==> src/rtl/dmem_pkg.sv <==
// rtl/dmem_pkg.sv - shared width/state encodings for the data-memory access path
package dmem_pkg;

    localparam logic [1:0] WIDTH_WORD = 2'b00;
    localparam logic [1:0] WIDTH_HALF = 2'b01;
    localparam logic [1:0] WIDTH_BYTE = 2'b10;

    typedef enum logic [1:0] {
        ST_IDLE = 2'b00,
        ST_BUSY = 2'b01,
        ST_DONE = 2'b10
    } state_e;

    // Reserved width 2'b11 falls into the word rule.
    function automatic logic misaligned(input logic [1:0] width, input logic [1:0] offset);
        case (width)
            WIDTH_BYTE: misaligned = 1'b0;
            WIDTH_HALF: misaligned = offset[0];
            default:    misaligned = (offset != 2'b00);
        endcase
    endfunction

endpackage

==> src/rtl/load_align.sv <==
// rtl/load_align.sv - selects and extends the addressed byte/half/word of a read word
module load_align
    import dmem_pkg::*;
(
    input  logic [31:0] rdata_i,
    input  logic [1:0]  offset_i,
    input  logic [1:0]  width_i,
    input  logic        unsigned_i,
    output logic [31:0] result_o
);

    logic [7:0]  b_sel;
    logic [15:0] h_sel;

    always_comb begin
        b_sel    = rdata_i[{offset_i, 3'b000} +: 8];
        h_sel    = offset_i[1] ? rdata_i[31:16] : rdata_i[15:0];
        result_o = rdata_i;
        case (width_i)
            WIDTH_BYTE: result_o = {{24{~unsigned_i & b_sel[7]}}, b_sel};
            WIDTH_HALF: result_o = {{16{~unsigned_i & h_sel[15]}}, h_sel};
            default:    result_o = rdata_i;
        endcase
    end

endmodule

==> src/rtl/dmem_access_ctrl.sv <==
// rtl/dmem_access_ctrl.sv - MEM-stage sequencer for a variable-latency data memory
module dmem_access_ctrl
    import dmem_pkg::*;
#(
    parameter int TIMEOUT_CYCLES = 16,
    parameter int CNT_W          = 5
) (
    input  logic        Clk,
    input  logic        Rst,
    input  logic        MemRead,
    input  logic        MemWrite,
    input  logic [1:0]  loadWidth,
    input  logic        loadUnsigned,
    input  logic [1:0]  storeWidth,
    input  logic [31:0] Address,
    input  logic [31:0] WriteData,
    output logic        Stall,
    output logic [31:0] ReadData,
    output logic        LoadValid,
    output logic        AlignErr,
    output logic        BusErr,
    output logic        mem_req,
    output logic        mem_we,
    output logic [31:0] mem_addr,
    output logic [31:0] mem_wdata,
    output logic [3:0]  mem_be,
    input  logic        mem_ready,
    input  logic [31:0] mem_rdata
);

    localparam logic [CNT_W-1:0] CNT_LAST = CNT_W'(TIMEOUT_CYCLES - 1);

    state_e      state_q, state_d;
    logic        we_q, we_d;
    logic [1:0]  width_q, width_d;
    logic        uns_q, uns_d;
    logic [1:0]  off_q, off_d;
    logic [31:0] addr_q, addr_d;
    logic [31:0] wdata_q, wdata_d;
    logic [3:0]  be_q, be_d;
    logic        req_q, req_d;
    logic [CNT_W-1:0] cnt_q, cnt_d;
    logic [31:0] rdata_q, rdata_d;
    logic        load_valid_q, load_valid_d;
    logic        bus_err_q, bus_err_d;

    logic        stall_c, align_err_c;
    logic [1:0]  acc_width;
    logic [31:0] lane_wdata;
    logic [3:0]  lane_be;
    logic [31:0] aligned_rdata;

    load_align u_load_align (
        .rdata_i    (mem_rdata),
        .offset_i   (off_q),
        .width_i    (width_q),
        .unsigned_i (uns_q),
        .result_o   (aligned_rdata)
    );

    // A simultaneous read+write is a write, so its width rules alignment too.
    always_comb begin
        acc_width  = MemWrite ? storeWidth : loadWidth;
        lane_wdata = WriteData;
        lane_be    = 4'b1111;
        if (MemWrite) begin
            case (storeWidth)
                WIDTH_BYTE: begin
                    lane_wdata = {4{WriteData[7:0]}};
                    lane_be    = 4'b0001 << Address[1:0];
                end
                WIDTH_HALF: begin
                    lane_wdata = {2{WriteData[15:0]}};
                    lane_be    = Address[1] ? 4'b1100 : 4'b0011;
                end
                default: begin
                    lane_wdata = WriteData;
                    lane_be    = 4'b1111;
                end
            endcase
        end
    end

    always_comb begin
        state_d      = state_q;
        we_d         = we_q;
        width_d      = width_q;
        uns_d        = uns_q;
        off_d        = off_q;
        addr_d       = addr_q;
        wdata_d      = wdata_q;
        be_d         = be_q;
        req_d        = req_q;
        cnt_d        = cnt_q;
        rdata_d      = rdata_q;
        load_valid_d = 1'b0;
        bus_err_d    = 1'b0;
        stall_c      = 1'b0;
        align_err_c  = 1'b0;
        case (state_q)
            ST_IDLE: begin
                if (MemRead | MemWrite) begin
                    if (misaligned(acc_width, Address[1:0])) begin
                        align_err_c = 1'b1;
                    end else begin
                        stall_c = 1'b1;
                        we_d    = MemWrite;
                        width_d = acc_width;
                        uns_d   = loadUnsigned;
                        off_d   = Address[1:0];
                        addr_d  = {Address[31:2], 2'b00};
                        wdata_d = lane_wdata;
                        be_d    = lane_be;
                        req_d   = 1'b1;
                        cnt_d   = '0;
                        state_d = ST_BUSY;
                    end
                end
            end
            ST_BUSY: begin
                stall_c = 1'b1;
                if (mem_ready) begin
                    req_d = 1'b0;
                    if (!we_q) begin
                        rdata_d      = aligned_rdata;
                        load_valid_d = 1'b1;
                    end
                    state_d = ST_DONE;
                end else begin
                    cnt_d = cnt_q + CNT_W'(1);
                    if (cnt_q == CNT_LAST) begin
                        req_d     = 1'b0;
                        rdata_d   = '0;
                        bus_err_d = 1'b1;
                        state_d   = ST_DONE;
                    end
                end
            end
            ST_DONE: state_d = ST_IDLE;
            default: state_d = ST_IDLE;
        endcase
    end

    always_ff @(posedge Clk or posedge Rst) begin
        if (Rst) begin
            state_q      <= ST_IDLE;
            we_q         <= 1'b0;
            width_q      <= WIDTH_WORD;
            uns_q        <= 1'b0;
            off_q        <= 2'b00;
            addr_q       <= '0;
            wdata_q      <= '0;
            be_q         <= '0;
            req_q        <= 1'b0;
            cnt_q        <= '0;
            rdata_q      <= '0;
            load_valid_q <= 1'b0;
            bus_err_q    <= 1'b0;
        end else begin
            state_q      <= state_d;
            we_q         <= we_d;
            width_q      <= width_d;
            uns_q        <= uns_d;
            off_q        <= off_d;
            addr_q       <= addr_d;
            wdata_q      <= wdata_d;
            be_q         <= be_d;
            req_q        <= req_d;
            cnt_q        <= cnt_d;
            rdata_q      <= rdata_d;
            load_valid_q <= load_valid_d;
            bus_err_q    <= bus_err_d;
        end
    end

    // Gating with Rst keeps the pipeline free while reset is held with an access still presented.
    assign Stall     = stall_c & ~Rst;
    assign AlignErr  = align_err_c & ~Rst;
    assign ReadData  = rdata_q;
    assign LoadValid = load_valid_q;
    assign BusErr    = bus_err_q;
    assign mem_req   = req_q;
    assign mem_we    = we_q;
    assign mem_addr  = addr_q;
    assign mem_wdata = wdata_q;
    assign mem_be    = be_q;

endmodule

==> config.mk <==
export PLATFORM = sky130hd
export DESIGN_NAME = dmem_access_ctrl
export DESIGN_NICKNAME = d
export VERILOG_FILES = /design/src/rtl/dmem_pkg.sv /design/src/rtl/load_align.sv /design/src/rtl/dmem_access_ctrl.sv
export SDC_FILE = /design/constraint.sdc
export NUM_CORES = 1
export LEC_CHECK = 0
export ABC_AREA = 1
export ABC_CLOCK_PERIOD_IN_PS = 5500
export CAP_MARGIN = 0
export CORE_MARGIN = 2
export CORE_UTILIZATION = 45
export CTS_BUF_LIST = sky130_fd_sc_hd__clkbuf_16
export DETAILED_ROUTE_END_ITERATION = 10
export PLACE_DENSITY_LB_ADDON = 0.25
export SYNTH_ARGS = -nofsm -noshare
export SYNTH_HDL_FRONTEND = slang
export SYNTH_SLANG_ARGS = --single-unit
==> constraint.sdc <==
create_clock -name Clk -period 5.5 [get_ports Clk]
set_input_delay 1.1 -clock Clk [delete_from_list [all_inputs] [get_ports Clk]]
set_output_delay 1.1 -clock Clk [all_outputs]
set_load 0.01 [all_outputs]
======== Word-level counts from Yosys, hierarchy flattened ========
Index checks and enable logic that the tools add are counted.
word-level totals
  register bits after elaboration ......... 114
  bits of input ports ..................... 106
  output and inout bits ................... 106
operators by class
  $add $sub $neg .......................... 1
  equality and inequality tests ........... 13
  shift-type cells ........................ 2
  mux-type cells .......................... 40
  bitwise gates (word level) .............. 8
  reduce and logical (&&, ||, !) cells .... 9
operators by type and width
  cell                                              number
  2-to-1 mux 32 bit                                 4
  case mux 32 bit (2 select lines)                  2
  indexed part select 32 x 6 -> 8 bit               1
  2-to-1 mux 1 bit                                  17
  2-to-1 mux 16 bit                                 1
  2-to-1 mux 5 bit                                  3
  2-to-1 mux 2 bit                                  5
  case mux 5 bit (2 select lines)                   1
  AND reduction 3 bit                               3
  == test 2 x 1 -> 1 bit (second input constant)    4
  2-to-1 mux 4 bit                                  2
  inequality test 2 bit (second input constant)     4
  case mux 4 bit (2 select lines)                   1
  AND reduction 4 bit                               2
  == test 2 bit (second input constant)             3
  case mux 1 bit (2 select lines)                   3
  nonzero test 2 bit                                3
  adder 5 x 1 -> 5 bit (second input constant)      1
  == test 5 x 4 -> 1 bit (second input constant)    1
  bitwise AND 1 bit                                 4
  case mux 2 bit (2 select lines)                   1
  << shifter 1 x 2 -> 4 bit (first input constant)  1
  inequality test 3 bit (second input constant)     1
  inverter 1 bit                                    3
  2 further kinds                                   2

======== Logic depth before layout (Yosys ltp) ========
  depth in word-level cells ............... 9
  depth in mapped cells ................... 12
  depth with buffers taken out ............ 11

======== Cells and area by module ========
Synthesis repeated with hierarchy kept, for this count alone.
second synthesis, totals
  cell total of the unflattened synthesis .. 804
  area total of the unflattened synthesis .. 5759.3 sq um
by module, submodules not included
  module            instances  cells an instance  area each (sq um)  sequential area each (sq um)
  dmem_access_ctrl  1          634                5042.3             2852.7
  load_align        1          170                716.9              0.0

======== Worst setup path after synthesis ========
Ideal clock, no wire load.
  kind .................................... input port to output port
  from .................................... in MemWrite
  to ...................................... out Stall
  data arrival time ....................... 2.457 ns
  data required time ...................... 4.400 ns
  slack ................................... 1.943 ns
  stages on the path ...................... 9
  buffers on the path ..................... 1
  path through ............................ inv_1 > o21ai_0 > ha_1 > a21boi_2 > nand2_1 > nor2_4 > inv_2 > buf_6 > a21oi_1
between the ends
  longest elaborated chain between the ends .. 9
  elaborated cells on any way between the ends .. 11
  classes of those cells .................. eq/ne: 2; mux: 7; bitwise: 2
RTL lines
  item                                                     RTL line                 source
  start: declaration                                       dmem_access_ctrl.sv:11   input logic MemWrite,
  2-to-1 mux 2 bit *                                       dmem_access_ctrl.sv:63   acc_width = MemWrite ? storeWidth : loadWidth;
  net acc_width[0]                                         dmem_access_ctrl.sv:48   logic [1:0] acc_width;
  == test 2 x 1 -> 1 bit or == test 2 bit (tied branches)  dmem_pkg.sv:16           case (width)
  case mux 1 bit (2 select lines) *                        dmem_pkg.sv:16
  2-to-1 mux 1 bit *                                       dmem_access_ctrl.sv:102  if (MemRead | MemWrite) begin
  2-to-1 mux 1 bit *                                       dmem_access_ctrl.sv:100  case (state_q)
  2-to-1 mux 1 bit *                                       dmem_access_ctrl.sv:103  if (misaligned(acc_width, Address[1:0])) begin
  2-to-1 mux 1 bit *                                       dmem_access_ctrl.sv:102
  case mux 1 bit (2 select lines) *                        dmem_access_ctrl.sv:100
  bitwise AND 1 bit *                                      dmem_access_ctrl.sv:177  assign Stall = stall_c & ~Rst;
  end: declaration                                         dmem_access_ctrl.sv:17   output logic Stall,
The timed path passes the listed nets; every way through them passes the cells marked *. The select of a mux whose other input is x is not followed.

======== Worst setup path in the final report ========
Same ends and word-level chain as after synthesis.

==> flow_metrics.env <==
export IMPL_layout_commonest_cell="nand2_1"
export IMPL_grt_overflow=0
export IMPL_vias_per_cell=4.86
export IMPL_wl_met3_mm=1.54
export IMPL_drive_above_1_share_pct=5.76
export IMPL_place_inst=1091
export IMPL_crit_arrival_ns=3.35
export IMPL_fin_area_um2=8290
export IMPL_place_congestion=0.859
export IMPL_power_density_nw_per_um2=556
export IMPL_start_kind="input port"
export IMPL_worstPathMaxFanout=7
export IMPL_drt_total_wl_mm=16.0
export IMPL_hold_path_class="flop to flop"
export IMPL_finalSetupViolCount=0
export IMPL_path_clk_slew_ns=0.05
export IMPL_finalCritPeriodShare_pct=81.0
export IMPL_grt_max_degree=81
export IMPL_max_vdd_ir_drop_mv=0.303
export IMPL_report_power_total_w=0.00461
export IMPL_synth_largest_area_cell="dfrtp_1"
export IMPL_clock_sinks=114
export IMPL_status="complete, no violations"
export IMPL_vias=5455
export IMPL_swShare_pct=37.7
export IMPL_coreArea_um2=12100
export IMPL_die_area_um2=13300
export IMPL_path_cells="clkdlybuf4s50_1 > inv_1 > o21ai_0 > ha_1 > a21boi_2 > nand2_1 > nor2_4 > inv_2 > a21oi_1 > clkdlybuf4s50_1"
export IMPL_finalClockSkew_ns=0.00409
export IMPL_ys_seq_area_share_pct=51.1
export IMPL_ctsHoldBuffers=0
export IMPL_share_comb_of_total_power_pct=45.4
export IMPL_cp_common_cell="clkdlybuf4s50_1"
export IMPL_leakage_nw=4.17
export IMPL_fin_nets=1055
export IMPL_cts_tree="yes"
export IMPL_drt_initial_drc_count=412
export IMPL_netlist_area_um2=5580
export IMPL_worst_slew_pin_slew_ns=0.850
export IMPL_final_core_util_pct=68.7
export IMPL_cp_num_buf_inv=4
export IMPL_synthDominantCellAreaShare_pct=51.1
export IMPL_io_buffers=209
export IMPL_htreeDepth=4
export IMPL_fillers=1004
export IMPL_rsz0062_at_grt="no"
export IMPL_fp_dieW_um=115
export IMPL_min_period_ns=4.45
export IMPL_slew_violations=0
export IMPL_clkPwrFrac_pct=23.4
export IMPL_wl_per_cell_um=14.3
export IMPL_multi_input_area_um2=2360
export IMPL_yosys_warnings=0
export IMPL_end_kind="primary output"
export IMPL_final_seq_area_um2=2850
export IMPL_antennaDiodeCount=0
export IMPL_synthTopCellsByArea="dfrtp_1 51%, nand2_1 27%, nand3_1 4.4%"
export IMPL_area_growth_pct=48.5
export IMPL_postSynthCellCount=743
export IMPL_routed_top_layer="met5"
export IMPL_place_area_um2=7710
export IMPL_dr_pass1_iters=7
export IMPL_tns_ns=0
export IMPL_hold_viol=0
export IMPL_rows=40
export IMPL_max_stage_delay_ns=0.55
export IMPL_clock_path_buffers=2
export IMPL_p_seq_share_pct=31.2
export IMPL_path_class="input port to primary output"
export IMPL_synth_cell_types=25
export IMPL_numCtsBuffers=17
export IMPL_switchingPower_w=0.00174
export IMPL_postSynthAreaPerCell_um2=7.51
export IMPL_ctsRootBufferMaster="clkbuf_16"
export IMPL_post_route_drc_count=0
export IMPL_cts_resized=0
export IMPL_post_cts_buffers=0
export IMPL_io_pins=212
export IMPL_crit_required_ns=4.40
export IMPL_layout_common_cells="397 x nand2_1, 209 x clkdlybuf4s50_1, 114 x dfrtp_1"
export IMPL_max_cap_violations=0
export IMPL_antenna_left=0
export IMPL_wl_met2_mm=7.64
export IMPL_cp_depth=10
export IMPL_slowest_stage="clkdlybuf4s50_1"
export IMPL_hpwl_mm=11.0
export IMPL_fin_cells=1123
export IMPL_relSlewSlack_pct=43.4
export IMPL_grt_pass1_vias=5316
export IMPL_intPower_w=0.00287
export IMPL_initial_utilization_pct=46.3
export IMPL_fp_dieH_um=115
export IMPL_cp_top_family="buffers and inverters"
export IMPL_hold_depth=2
export IMPL_ys_ff_latch=114
export IMPL_clock_fmax_mhz=225
export IMPL_clkLatencyLatePin_ns=0.41
export IMPL_grtUsageTotal_pct=25.0
export IMPL_antenna_found_initial=1
export IMPL_met1Wirelength_mm=6.61
export IMPL_grt_first_pass_wirelength_mm=26.1
export IMPL_ff2ff_path_depth=7
[synthesized netlist by cell type]
library cell  instances
nor2_1               15
buf_6                 6
nand2_1             397
clkbuf_1              5
nor3_1                3
a22o_1                4
conb_1                1
dfrtp_1             114
inv_4                 1
o21ai_0              38
ha_1                  7
a21oi_1              10
nand2_4               1
buf_2                21
or2_2                10
or2_1                 1
nand2_2               3
inv_1                38
inv_2                 4
nand4_1               1
a21boi_2              1
buf_4                 3
o21ai_1               8
nor2_4                2
nand3_1              49
[path summary, 6_finish.rpt]
path	startpoint	slack, ns	to
worst max-delay path	MemWrite	1.05	Stall
worst min-delay path	mem_addr[29]	0.47	mem_addr[29]
worst max register to register	width_q[1]	3.10	ReadData[28]
worst min register to register	mem_addr[29]	0.47	mem_addr[29]
max in group asynchronous	Rst	3.43	mem_addr[12]
min in group asynchronous	Rst	1.08	state_q[0]
[metal layers]
layer  global-route usage [%]  vias to the layer above
met3                     10.5                       21
li1                         -                     2705
met1                     31.0                     2494
met5                        0                        -
met2                     39.8                      233
met4                     8.19                        2
[final cells by class]
class,count,area share (%)
sequential,114,34.4
multi-input combinational,552,28.4
timing repair buffer,214,25.7
clock buffer,17,5.13
tap,168,2.54
inverter,43,2.01
clock inverter,15,1.80
[power by group through the flow]
stage | Clock, W | Sequential, W | Combinational (W)
3_5_place_dp | 0 | 0.00144 | 0.00209
2_1_floorplan | 0 | 0.00156 | 0.00101
5_1_grt | 0.00113 | 0.00148 | 0.00232
3_3_place_gp | 0 | 0.00143 | 0.00207
6_report | 0.00108 | 0.00144 | 0.00209
4_1_cts | 0.00109 | 0.00144 | 0.00210
[worst min-delay path, cell delays in order, from the launching register on]
cell     delay [ns]
dfrtp_1        0.33
nand2_1        0.06
nand2_1        0.05
[cells by family after synthesis]
family,Yosys count,share of synthesized area [%]
flip-flops,114,51.1
AND/OR/NAND/NOR,482,34.6
AO/OA/AOI/OAI,61,5.85
adder cells (fa/ha/maj),7,1.57
other,1,0.0672
buffers and inverters,78,6.77
[flip-flops by register name, summed over array words and instances (netlist names)]
register / cells
ReadData: 32
off_q: 2
mem_we: 1
uns_q: 1
LoadValid: 1
width_q: 2
mem_be: 4
mem_addr: 30
state_q: 2
mem_wdata: 32
cnt_q: 5
BusErr: 1
mem_req: 1
[per-stage QoR]
| step | hold WS [ns] | worst slack [ns] |
|---|---|---|
| global route | 0.491 | 0.828 |
| global placement | 0.452 | 1.09 |
| floorplan | 0.453 | 1.38 |
| detailed placement | 0.457 | 1.07 |
| CTS | 0.471 | 1.04 |
| finish | 0.466 | 1.05 |
Power figures use the tool's default switching activity.
